$ cat config.mk
export PLATFORM = sky130hd
export DESIGN_NAME = bbox_msg_reader
export DESIGN_NICKNAME = d
export VERILOG_FILES = /design/src/rtl/bbox_msg_reader.sv
export SDC_FILE = /design/constraint.sdc
export NUM_CORES = 1
export LEC_CHECK = 0
export CORE_ASPECT_RATIO = 0.8
export CORE_MARGIN = 3
export CORE_UTILIZATION = 40
export CTS_CLUSTER_SIZE = 12
export DETAILED_ROUTE_END_ITERATION = 7
export GPL_ROUTABILITY_DRIVEN = 1
export PLACE_DENSITY_LB_ADDON = 0.05
export RECOVER_POWER = 50
export SYNTH_ARGS = -nofsm -noshare
export SYNTH_HDL_FRONTEND = slang
export SYNTH_SLANG_ARGS = --single-unit
export TNS_END_PERCENT = 30
$ cat constraint.sdc
create_clock -name clk -period 8.9 [get_ports clk]
set_input_delay 0.89 -clock clk [delete_from_list [all_inputs] [get_ports clk]]
set_output_delay 0.89 -clock clk [all_outputs]
set_load 0.005 [all_outputs]
$ cat src/rtl/bbox_msg_reader.sv
// bbox_msg_reader: Avalon-MM master that drains the image processor's message FIFO.
// It polls the status register, reads message words, rebuilds each bounding-box message
// (red, blue, yellow min/max words followed by the ID word) and publishes the boxes.
//
// Ports:
//   clk, reset            system clock, asynchronous active-high reset
//   enable                poll enable, sampled only while waiting between polls
//   m_*                   Avalon-MM master towards the image processor slave
//   red/blue/yel_min/max  {x[10:0], y[10:0]} box corners, updated together
//   bbox_valid            one-cycle pulse when the box outputs update
//   busy                  high whenever the reader is not waiting between polls
//   sync_err_cnt          saturating sync-error count (only with BBOX_MSG_READER_ERRCNT_EN)
//
// Optional feature: define BBOX_MSG_READER_ERRCNT_EN to add the sync_err_cnt output.
module bbox_msg_reader #(
  parameter int unsigned POLL_INTERVAL = 1024,
  parameter logic [31:0] MSG_ID        = 32'h47524259,
  parameter int unsigned WORDS_PER_MSG = 6
) (
  input  logic        clk,
  input  logic        reset,
  input  logic        enable,
  output logic        m_chipselect,
  output logic        m_read,
  output logic        m_write,
  output logic [2:0]  m_address,
  output logic [31:0] m_writedata,
  input  logic [31:0] m_readdata,
  output logic [21:0] red_min,
  output logic [21:0] red_max,
  output logic [21:0] blue_min,
  output logic [21:0] blue_max,
  output logic [21:0] yel_min,
  output logic [21:0] yel_max,
  output logic        bbox_valid,
`ifdef BBOX_MSG_READER_ERRCNT_EN
  output logic [7:0]  sync_err_cnt,
`endif
  output logic        busy
);

  localparam int unsigned    CntW      = (POLL_INTERVAL > 1) ? $clog2(POLL_INTERVAL) : 1;
  localparam logic [CntW-1:0] CntReload = CntW'(POLL_INTERVAL - 1);
  localparam logic [2:0]     WcntFull  = 3'(WORDS_PER_MSG);

  typedef enum logic [2:0] {
    StInitFlush,
    StPollWait,
    StStatRd,
    StStatCap,
    StMsgRd,
    StMsgCap
  } state_e;

  state_e            state_q, state_d;
  logic [CntW-1:0]   poll_cnt_q;
  logic [7:0]        words_left_q;
  logic [2:0]        wcnt_q;
  logic [21:0]       shadow_q [6];
  logic              id_hit, publish, sync_err;

  assign id_hit   = (m_readdata == MSG_ID);
  assign publish  = (state_q == StMsgCap) && id_hit && (wcnt_q == WcntFull);
  assign sync_err = (state_q == StMsgCap) && id_hit && (wcnt_q != WcntFull);

  // State register
  always_ff @(posedge clk or posedge reset) begin
    if (reset) state_q <= StInitFlush;
    else       state_q <= state_d;
  end

  // Next-state logic
  always_comb begin
    state_d = state_q;
    unique case (state_q)
      StInitFlush: state_d = StPollWait;
      StPollWait:  if (poll_cnt_q == '0 && enable) state_d = StStatRd;
      StStatRd:    state_d = StStatCap;
      StStatCap:   state_d = (m_readdata[15:8] == 8'd0) ? StPollWait : StMsgRd;
      StMsgRd:     state_d = StMsgCap;
      // words_left_q is pre-decrement here: 1 means this was the last word
      StMsgCap:    state_d = (words_left_q <= 8'd1) ? StPollWait : StMsgRd;
      default:     state_d = StInitFlush;
    endcase
  end

  // Bus outputs are Moore decodes of the state, forced idle while reset is held
  always_comb begin
    m_write     = 1'b0;
    m_read      = 1'b0;
    m_address   = 3'd0;
    m_writedata = 32'd0;
    busy        = 1'b0;
    if (!reset) begin
      busy = (state_q != StPollWait);
      unique case (state_q)
        StInitFlush: begin
          m_write     = 1'b1;
          m_writedata = 32'h0000_0010;
        end
        StStatRd: m_read = 1'b1;
        StMsgRd: begin
          m_read    = 1'b1;
          m_address = 3'd1;
        end
        default: ;
      endcase
    end
    m_chipselect = m_read | m_write;
  end

  // Datapath: poll timer, word bookkeeping, shadow and published boxes
  always_ff @(posedge clk or posedge reset) begin
    if (reset) begin
      poll_cnt_q   <= CntReload;
      words_left_q <= 8'd0;
      wcnt_q       <= 3'd0;
      for (int i = 0; i < 6; i++) shadow_q[i] <= 22'd0;
      red_min      <= 22'd0;
      red_max      <= 22'd0;
      blue_min     <= 22'd0;
      blue_max     <= 22'd0;
      yel_min      <= 22'd0;
      yel_max      <= 22'd0;
      bbox_valid   <= 1'b0;
    end else begin
      bbox_valid <= publish;
      if (state_q == StPollWait) begin
        if (poll_cnt_q != '0) poll_cnt_q <= poll_cnt_q - 1'b1;
        else if (enable)      poll_cnt_q <= CntReload;
      end
      if (state_q == StStatCap) words_left_q <= m_readdata[15:8];
      if (state_q == StMsgCap) begin
        words_left_q <= words_left_q - 8'd1;
        if (id_hit) begin
          // Any ID word resynchronises; only a complete message is published
          wcnt_q <= 3'd0;
          if (publish) begin
            red_min  <= shadow_q[0];
            red_max  <= shadow_q[1];
            blue_min <= shadow_q[2];
            blue_max <= shadow_q[3];
            yel_min  <= shadow_q[4];
            yel_max  <= shadow_q[5];
          end
        end else if (wcnt_q < WcntFull) begin
          shadow_q[wcnt_q] <= {m_readdata[26:16], m_readdata[10:0]};
          wcnt_q           <= wcnt_q + 3'd1;
        end else begin
          // Overlong message: drop the word and mark it so the next ID is rejected
          wcnt_q <= 3'd7;
        end
      end
    end
  end

`ifdef BBOX_MSG_READER_ERRCNT_EN
  always_ff @(posedge clk or posedge reset) begin
    if (reset)                            sync_err_cnt <= 8'd0;
    else if (sync_err && sync_err_cnt != 8'hff) sync_err_cnt <= sync_err_cnt + 8'd1;
  end
`else
  logic unused_sync_err;
  assign unused_sync_err = sync_err;
`endif

endmodule

---- After elaboration in Yosys (flattened, before gate mapping) ----
Index checks and enable logic that the tools add are counted.
cells by class
  add/sub/neg operators ................... 3
  multipliers ............................. 0
  div/mod/pow operators ................... 0
  order comparisons ....................... 4
  equality and inequality tests ........... 9
  shift-type cells ........................ 0
  multiplexer cells ....................... 22
  bitwise operators ....................... 3
  reductions and logical operators ........ 14
operator list
  operator                 number
  $bwmux W132              1
  $demux W22 S3            1
  $eq A32 B31 Y1 const B   1
  $mux W22                 1
  $mux W10                 2
  $pmux W3 S6              1
  $mux W8                  2
  $mux W3                  5
  $logic_not A10 Y1        1
  $mux W5                  2
  $reduce_bool A10 Y1      1
  $sub A10 B1 Y10 const B  1
  $eq A3 B3 Y1 const B     3
  $le A8 B1 Y1 const B     1
  $logic_not A8 Y1         1
  $sub A8 B1 Y8 const B    1
  $mux W1                  7
  $eq A3 B2 Y1 const B     2
  $reduce_and A3 Y1        2
  $ge A4 B4 Y1 const B     1
  $logic_and A1 B1 Y1      4
  $lt A4 B1 Y1 const B     1
  $not A3 Y4               1
  $reduce_bool A2 Y1       2
  10 further kinds         10
word-level totals
  register bits after elaboration ......... 289
  latch bits .............................. 0
  memory bits (writable) .................. 0
  ROM bits ................................ 0
  input bits .............................. 35
  memories ................................ 0

---- Logic depth before layout (Yosys ltp) ----
Gate-level depths: netlist of the first run.
  word-level depth ........................ 6
  gate-level depth with buffers ........... 8

---- Worst setup path before layout of the first run ----
No wires, ideal clock.
  kind .................................... in2reg
  from .................................... input port m_readdata[29]
  to ...................................... register blue_max[0]
  setup time .............................. 128 ps
  data arrival time ....................... 2405 ps
  path slack .............................. 6368 ps
  cell stages on the path ................. 6
  cells stage by stage .................... nor4b_1 nand3_1 nor4_2 buf_4 buf_4 mux2_1
between the ends
  cells in the longest elaborated chain, start to end .. 4
ends and longest elaborated chain
  item                           RTL line  RTL
  start, declared                28        input logic [31:0] m_readdata,
  $eq A32 B31 Y1 *               62        assign id_hit = (m_readdata == MSG_ID);
  $logic_and A1 B1 Y1            --
  $logic_and A1 B1 Y1            63        assign publish = (state_q == StMsgCap) && id_hit && (wcnt_q == WcntFull);
  $reduce_and A3 Y1 (no line) *  --
  end signal, assigned           142       blue_max <= shadow_q[3];
  end, declared                  32        output logic [21:0] blue_max,
Every way passes the cells marked *; elsewhere a longest branch is shown, timed or not.
A chain may end at the register's enable or synchronous reset.

==> results of run 1 <==
logic make-up after synthesis:
logic type,after synthesis
adder cells (fa/ha/maj),5
XOR/XNOR,4
other,1
buffers and inverters,98
AO/OA/AOI/OAI,126
AND/OR/NAND/NOR,135
multiplexers,181
flip-flops,289
where the power goes:
group	internal (mW)	leakage, nW	switching [mW]
sequential	1.49	3.91	0.108
combinational	0.155	2.85	0.134
clock	0.688	0.454	0.492
total	2.33	7.22	0.734
metrics by stage:
stage               hold WS [ns]  util [%]  worst slack [ns]  area, sq um  instances
detailed placement         0.470      48.1              3.86        13800       1341
global route               0.501      51.2              2.85        14700       1393
global placement           0.467      48.1              3.86        13800       1341
floorplan                  0.451         -            0.0492        11900        871
CTS                        0.487      51.3              4.41        14700       1393
finish                     0.480      51.2              3.80        14700       1394
final timing paths:
check / start / end / slack, ns / cells after the start
max in group clk: m_readdata[26] / red_max[13]$_DFFE_PP0P_ / 4.42 / 7
hold reg to reg: yel_max[21]$_DFFE_PP0P_ / yel_max[21]$_DFFE_PP0P_ / 0.48 / 1
min in group asynchronous: reset / words_left_q[4]$_DFFE_PP0P_ / 2.64 / 2
hold / removal: yel_max[21]$_DFFE_PP0P_ / yel_max[21]$_DFFE_PP0P_ / 0.48 / 1
setup reg to reg: state_q[0]$_DFFE_PP0P_ / red_max[13]$_DFFE_PP0P_ / 5.60 / 6
setup / recovery: reset / red_min[10]$_DFFE_PP0P_ / 3.80 / 2
cells in the final DEF, fill, tap and decap left out, drive strengths merged, types with 10 or more instances in the layout:
cell | netlist | final
mux2 | 177 | 177
nor2 | 22 | 22
a32o | 22 | 22
dfrtp | 279 | 279
clkdlybuf4s50 | 0 | 38
nor3 | 12 | 12
clkbuf | 18 | 45
o2bb2ai | 44 | 44
nor2b | 23 | 23
dfstp | 10 | 10
buf | 69 | 14
dlygate4sd3 | 0 | 135
conb | 1 | 33
nor4 | 13 | 13
a22o | 24 | 24
nand2 | 31 | 31
final cells by class:
| cell class | count | area share [%] |
|---|---|---|
| timing repair buffer | 187 | 12.6 |
| clock buffer | 45 | 5.84 |
| inverter | 11 | 0.290 |
| multi-input combinational | 484 | 28.4 |
| antenna | 1 | 0.0170 |
| tap | 370 | 3.15 |
| sequential | 289 | 49.3 |
| clock inverter | 7 | 0.409 |
cell usage after synthesis (2+ instances only):
| library cell | number | area (sq um) |
|---|---|---|
| a21oi_1 | 2 | 10.0 |
| o31a_1 | 2 | 17.5 |
| inv_1 | 10 | 37.5 |
| mux2_2 | 96 | 1080 |
| nor2b_1 | 23 | 144 |
| nand3b_1 | 2 | 15.0 |
| nand3_1 | 7 | 35.0 |
| ha_1 | 5 | 62.6 |
| nor4b_1 | 2 | 17.5 |
| or4_1 | 4 | 30.0 |
| o311ai_0 | 4 | 35.0 |
| o2bb2ai_1 | 44 | 385 |
| a32o_1 | 22 | 220 |
| nor2_1 | 22 | 82.6 |
| dfrtp_1 | 279 | 6980 |
| nand2b_1 | 3 | 18.8 |
| a22o_1 | 24 | 210 |
| or3_1 | 3 | 18.8 |
| nor3_1 | 12 | 60.1 |
| dfstp_2 | 10 | 263 |
| mux2_1 | 81 | 912 |
| a211oi_1 | 3 | 22.5 |
| nor4_2 | 2 | 25.0 |
| clkbuf_1 | 18 | 67.6 |
| a221o_1 | 2 | 20.0 |
| o21a_1 | 2 | 15.0 |
| nor4_1 | 11 | 68.8 |
| and4b_1 | 2 | 20.0 |
| and3b_1 | 2 | 17.5 |
| buf_4 | 45 | 338 |
| xor2_1 | 3 | 26.3 |
| buf_2 | 23 | 115 |
| mux2i_1 | 4 | 40.0 |
| o21ai_0 | 5 | 25.0 |
| o31ai_1 | 7 | 52.6 |
| nand2_1 | 31 | 116 |
sequential cells by signal, indices dropped and copies added, names as in the netlist:
signal,cells
red_min,22
poll_cnt_q,10
words_left_q,8
state_q,3
red_max,22
shadow_q,132
blue_max,22
bbox_valid,1
yel_min,22
blue_min,22
wcnt_q,3
yel_max,22
routing by layer:
layer | vias up | routed length [um] | track usage, %
met2 | 181 | 12300 | 26.7
met1 | 3748 | 14400 | 28.2
li1 | 3333 | - | -
met4 | 0 | 438 | 3.25
met5 | - | 0 | 0
met3 | 31 | 1410 | 3.54
==> impl_metrics.tcl, run 1 <==
set metrics [dict create \
    antenna_left 0 \
    end_kind "asynchronous set/reset pin" \
    wl_um 28600 \
    muxShareOfSynthArea_pct 17.2 \
    maxSlewHeadroom_pct -273 \
    grt_max_degree 167 \
    cts_hold_buf 0 \
    skew_ns 0.0121 \
    path_delay_family "buffers and inverters" \
    cts_buffer_depth 3 \
    avgSynthCellArea_sq_um 14.1 \
    synth-xor-area-share_pct 0.297 \
    synth_top_family_by_area "multiplexers" \
    area.sequential_sq_um 7240 \
    first_pass_iters 4 \
    async_reset_ff_share_pct 100 \
    clock.fmax_mhz 196 \
    track_usage_pct 18.1 \
    die_h_um 160 \
    path_buf_inv 2 \
    synthAdderAreaFrac_pct 0.530 \
    hp-class "reg2reg" \
    critPathMaxFanout 124 \
    netlist_instances 839 \
    drive_gt1_share_pct 17.1 \
    start_util_pct 41.2 \
    cts_made_buffers 30 \
    syn_area_sq_um 11800 \
    start_kind "primary input" \
    finalSetupViolCount 0 \
    synth_flop_cell "dfrtp_1" \
    synth-edff-count 0 \
    cpPeakStageDelay_ns 3.10 \
    grt_pass1_wl_um 45700 \
    synth_compound_area_share_pct 9.40 \
    yosys.area_share.simple_pct 6.40 \
    rsz0062_at_grt "no" \
    gp_congestion 0.774 \
    cp_cell_sequence "dlygate4sd3_1, clkinvlp_2" \
    critPathSlowestCell "clkinvlp_2" \
    fin_setup_tns_ns 0 \
    grt_antenna_before_repair 1 \
    grt_pass1_vias 7603 \
    finalHoldViolations 0 \
    multi_input_area_sq_um 4170 \
    fin_crit_ns 5.10 \
    post_drt_wl_per_cell_um 20.5 \
    seq_area_frac_synth_pct 61.3 \
    power_mw 3.06 \
    first_iter_violations 398 \
    cp.arrival_ns 4.73 \
    leakage_nw 7.22 \
    tightest_slew_ns 5.56 \
    fp.coreArea_sq_um 28700 \
    dieArea_sq_um 31600 \
    syn2layout_area_growth_pct 24.4 \
    synth_seq_cells 289 \
    status "complete, but fails checks" \
    num_rows 55 \
    ios 207 \
    violations "capacitance limit, slew limit" \
    slew_violations 125 \
    p_per_area_nw_per_um2 209 \
    vias 7293 \
    synth_warnings 0 \
    grt-ovfl-total 0 \
    ctsRootBufferMaster "clkbuf_16" \
    cts_tree "done" \
    vias_per_cell 5.23 \
    required_ns 8.54 \
    finalCritPeriodShare_pct 57.3 \
    cts.clk_slew.worst_paths_ns 0.06 \
    portBuffers 173 \
    worst_skew_pair.late_latency_ns 0.54 \
    die_x_um 198 \
    maxCapViolCount 1 \
    post_cts_buffers 0 \
    peakVddDrop_mv 0.138 \
    fill_cells 2492 \
    path_class "in2async" \
    ys_types 58 \
    drc_errors 0 \
    clock_sinks 289 \
    hpwl_um 18600 \
    cts_resized 0 \
    cts.htree.levels 1 \
    layout.nets 1043 \
]
Power figures use the tool's default switching activity.
==> run 2: changes to the inputs <==
Clock period 8.9 ns to 4.1 ns, I/O delays scaled along.
==> impl_metrics.tcl, run 2 (synthesis gave the netlist of run 1 again) <==
set metrics [dict create \
    status "complete, but fails checks" \
    violations "capacitance limit, slew limit" \
    hpwl_um 19400 \
    gp_congestion 0.755 \
    ios 207 \
    wl_met1_um 14700 \
    path_buf_inv 3 \
    cts_tree "done" \
    antenna_left 0 \
    finalSetupViolCount 0 \
    maxSlewHeadroom_pct -44.4 \
    layout.cells.non_filler 1412 \
    fin_util_pct 52.1 \
    fp.coreArea_sq_um 28700 \
    wl_met3_um 1570 \
    whs_path_depth 3 \
    wl_um 29600 \
    slew_violations 40 \
    drive_gt1_share_pct 18.7 \
    cts_hold_buf 0 \
    cp.arrival_ns 3.37 \
    power_mw 6.78 \
    vias 7488 \
    post_drt_wl_per_cell_um 21.0 \
    place_inst 1362 \
    tightest_slew_ns 2.15 \
    die_x_um 198 \
    wl_met2_um 13000 \
    critPathSlowestCell "clkinvlp_2" \
    cts.clk_slew.worst_paths_ns 0.06 \
    maxCapViolCount 1 \
    ctsRootBufferMaster "clkbuf_16" \
    cts_buffer_depth 3 \
    fin_setup_tns_ns 0 \
    cts_made_buffers 30 \
    hp-class "in2reg" \
    rsz0062_at_grt "no" \
    skew_ns 0.0113 \
    fill_cells 2485 \
    r2r-end "shadow_q[25]$_DFFE_PP0P_" \
    track_usage_pct 18.6 \
    drc_errors 0 \
    highest_layer "met4" \
    dieArea_sq_um 31600 \
    finalCritPeriodShare_pct 71.4 \
    path_class "in2async" \
    cpPeakStageDelay_ns 1.27 \
    die_h_um 160 \
    post_cts_buffers 0 \
    grt_pass1_vias 7736 \
    start_util_pct 41.2 \
    area.sequential_sq_um 7240 \
    path_delay_family "buffers and inverters" \
    end_kind "asynchronous set/reset pin" \
    grt_max_degree 75 \
    largest_register_ffs 132 \
    layout_common_cells "dfrtp_1 (279), clkdlybuf4s50_1 (98), mux2_2 (96), mux2_1 (81), dlygate4sd3_1 (75)" \
    worst_skew_pair.late_latency_ns 0.54 \
    peakVddDrop_mv 0.316 \
    fin_crit_ns 2.93 \
    start_kind "primary input" \
    cts.htree.levels 1 \
    r2r-start "state_q[1]$_DFFE_PP0P_" \
    multi_input_area_sq_um 4190 \
    vias_per_cell 5.30 \
    worstHoldStart "m_readdata[15]" \
    layout.nets 1064 \
    first_iter_violations 341 \
    num_rows 55 \
    clock_sinks 289 \
    mostFrequentLayoutCell "dfrtp_1" \
    first_pass_iters 4 \
    grt_pass1_wl_um 46700 \
    required_ns 4.54 \
    hold_end "words_left_q[7]$_DFFE_PP0P_" \
    grt_antenna_before_repair 1 \
    cts_resized 0 \
    r2r_setup_slack_ns 1.50 \
    finalHoldViolations 0 \
    r2r_cells 6 \
    portBuffers 173 \
    cp_cell_sequence "dlygate4sd3_1, clkinvlp_2, clkbuf_1" \
    p_per_area_nw_per_um2 454 \
    clock.fmax_mhz 341 \
    top_register "shadow_q" \
    critPathMaxFanout 41 \
    syn2layout_area_growth_pct 26.5 \
    leakage_nw 7.14 \
    grt-ovfl-total 0 \
]
==> run 2: cell types whose count changed in the layout (fill, tap and decap cells not counted), moves of 3 or more <==
cell	change
clkinv_2	-6
buf_12	+3
buf_4	+14
dlygate4sd3_1	-60
clkbuf_8	+3
clkdlybuf4s50_1	+60
==> run 2: final cells by class <==
cell class                      count  share of cell area, %
Multi-Input combinational cell    484                   28.1
Timing Repair Buffer              208                   13.6
Antenna cell                        1                 0.0168
Tap cell                          370                   3.10
Clock buffer                       46                   5.97
Clock inverter                      3                  0.461
Sequential cell                   289                   48.5
Inverter                           11                  0.285
==> run 2: worst max path at each step <==
| stage | slack (ns) | depth (start not counted) | from | to |
|---|---|---|---|---|
| 2_1_floorplan | -0.14 | 1 | reset | bbox_valid$_DFF_PP0_ |
| 3_3_place_gp | 0.82 | 8 | m_readdata[26] | red_max[3]$_DFFE_PP0P_ |
| 3_5_place_dp | 0.78 | 8 | m_readdata[26] | blue_min[21]$_DFFE_PP0P_ |
| 4_1_cts | 1.32 | 8 | m_readdata[26] | blue_min[21]$_DFFE_PP0P_ |
| 5_1_grt | 0.71 | 3 | reset | blue_max[21]$_DFFE_PP0P_ |
| 6_report | 1.17 | 3 | reset | blue_max[21]$_DFFE_PP0P_ |
==> run 2: metal layers <==
layer  global-route usage (%)  up-vias
li1                         -     3381
met1                     28.5     3896
met2                     27.9      179
met3                     3.90       32
met4                     2.73        0
met5                        0        -
==> run 2: report_power, final <==
| part | internal (mW) | switching [mW] | total [mW] |
|---|---|---|---|
| clock | 1.60 | 1.07 | 2.67 |
| sequential | 3.22 | 0.240 | 3.46 |
| combinational | 0.348 | 0.302 | 0.650 |
| total | 5.17 | 1.61 | 6.78 |
==> run 2: worst reg2reg max path: stages, from the launching register on <==
cell	delay, ns
dfrtp_1	0.51
nand3b_1	0.22
buf_4	0.21
nor4_1	0.18
o31a_1	0.61
buf_4	0.36
mux2_2	0.38
==> run 2: metrics by stage <==
step / instance area (sq um) / hold slack (ns) / setup slack, ns
6_report: 14900 / 0.469 / 1.17
2_1_floorplan: 11900 / 0.451 / -0.135
3_5_place_dp: 14000 / 0.470 / 0.776
3_3_place_gp: 14000 / 0.466 / 0.819
5_1_grt: 14900 / 0.472 / 0.710
4_1_cts: 15000 / 0.449 / 1.32
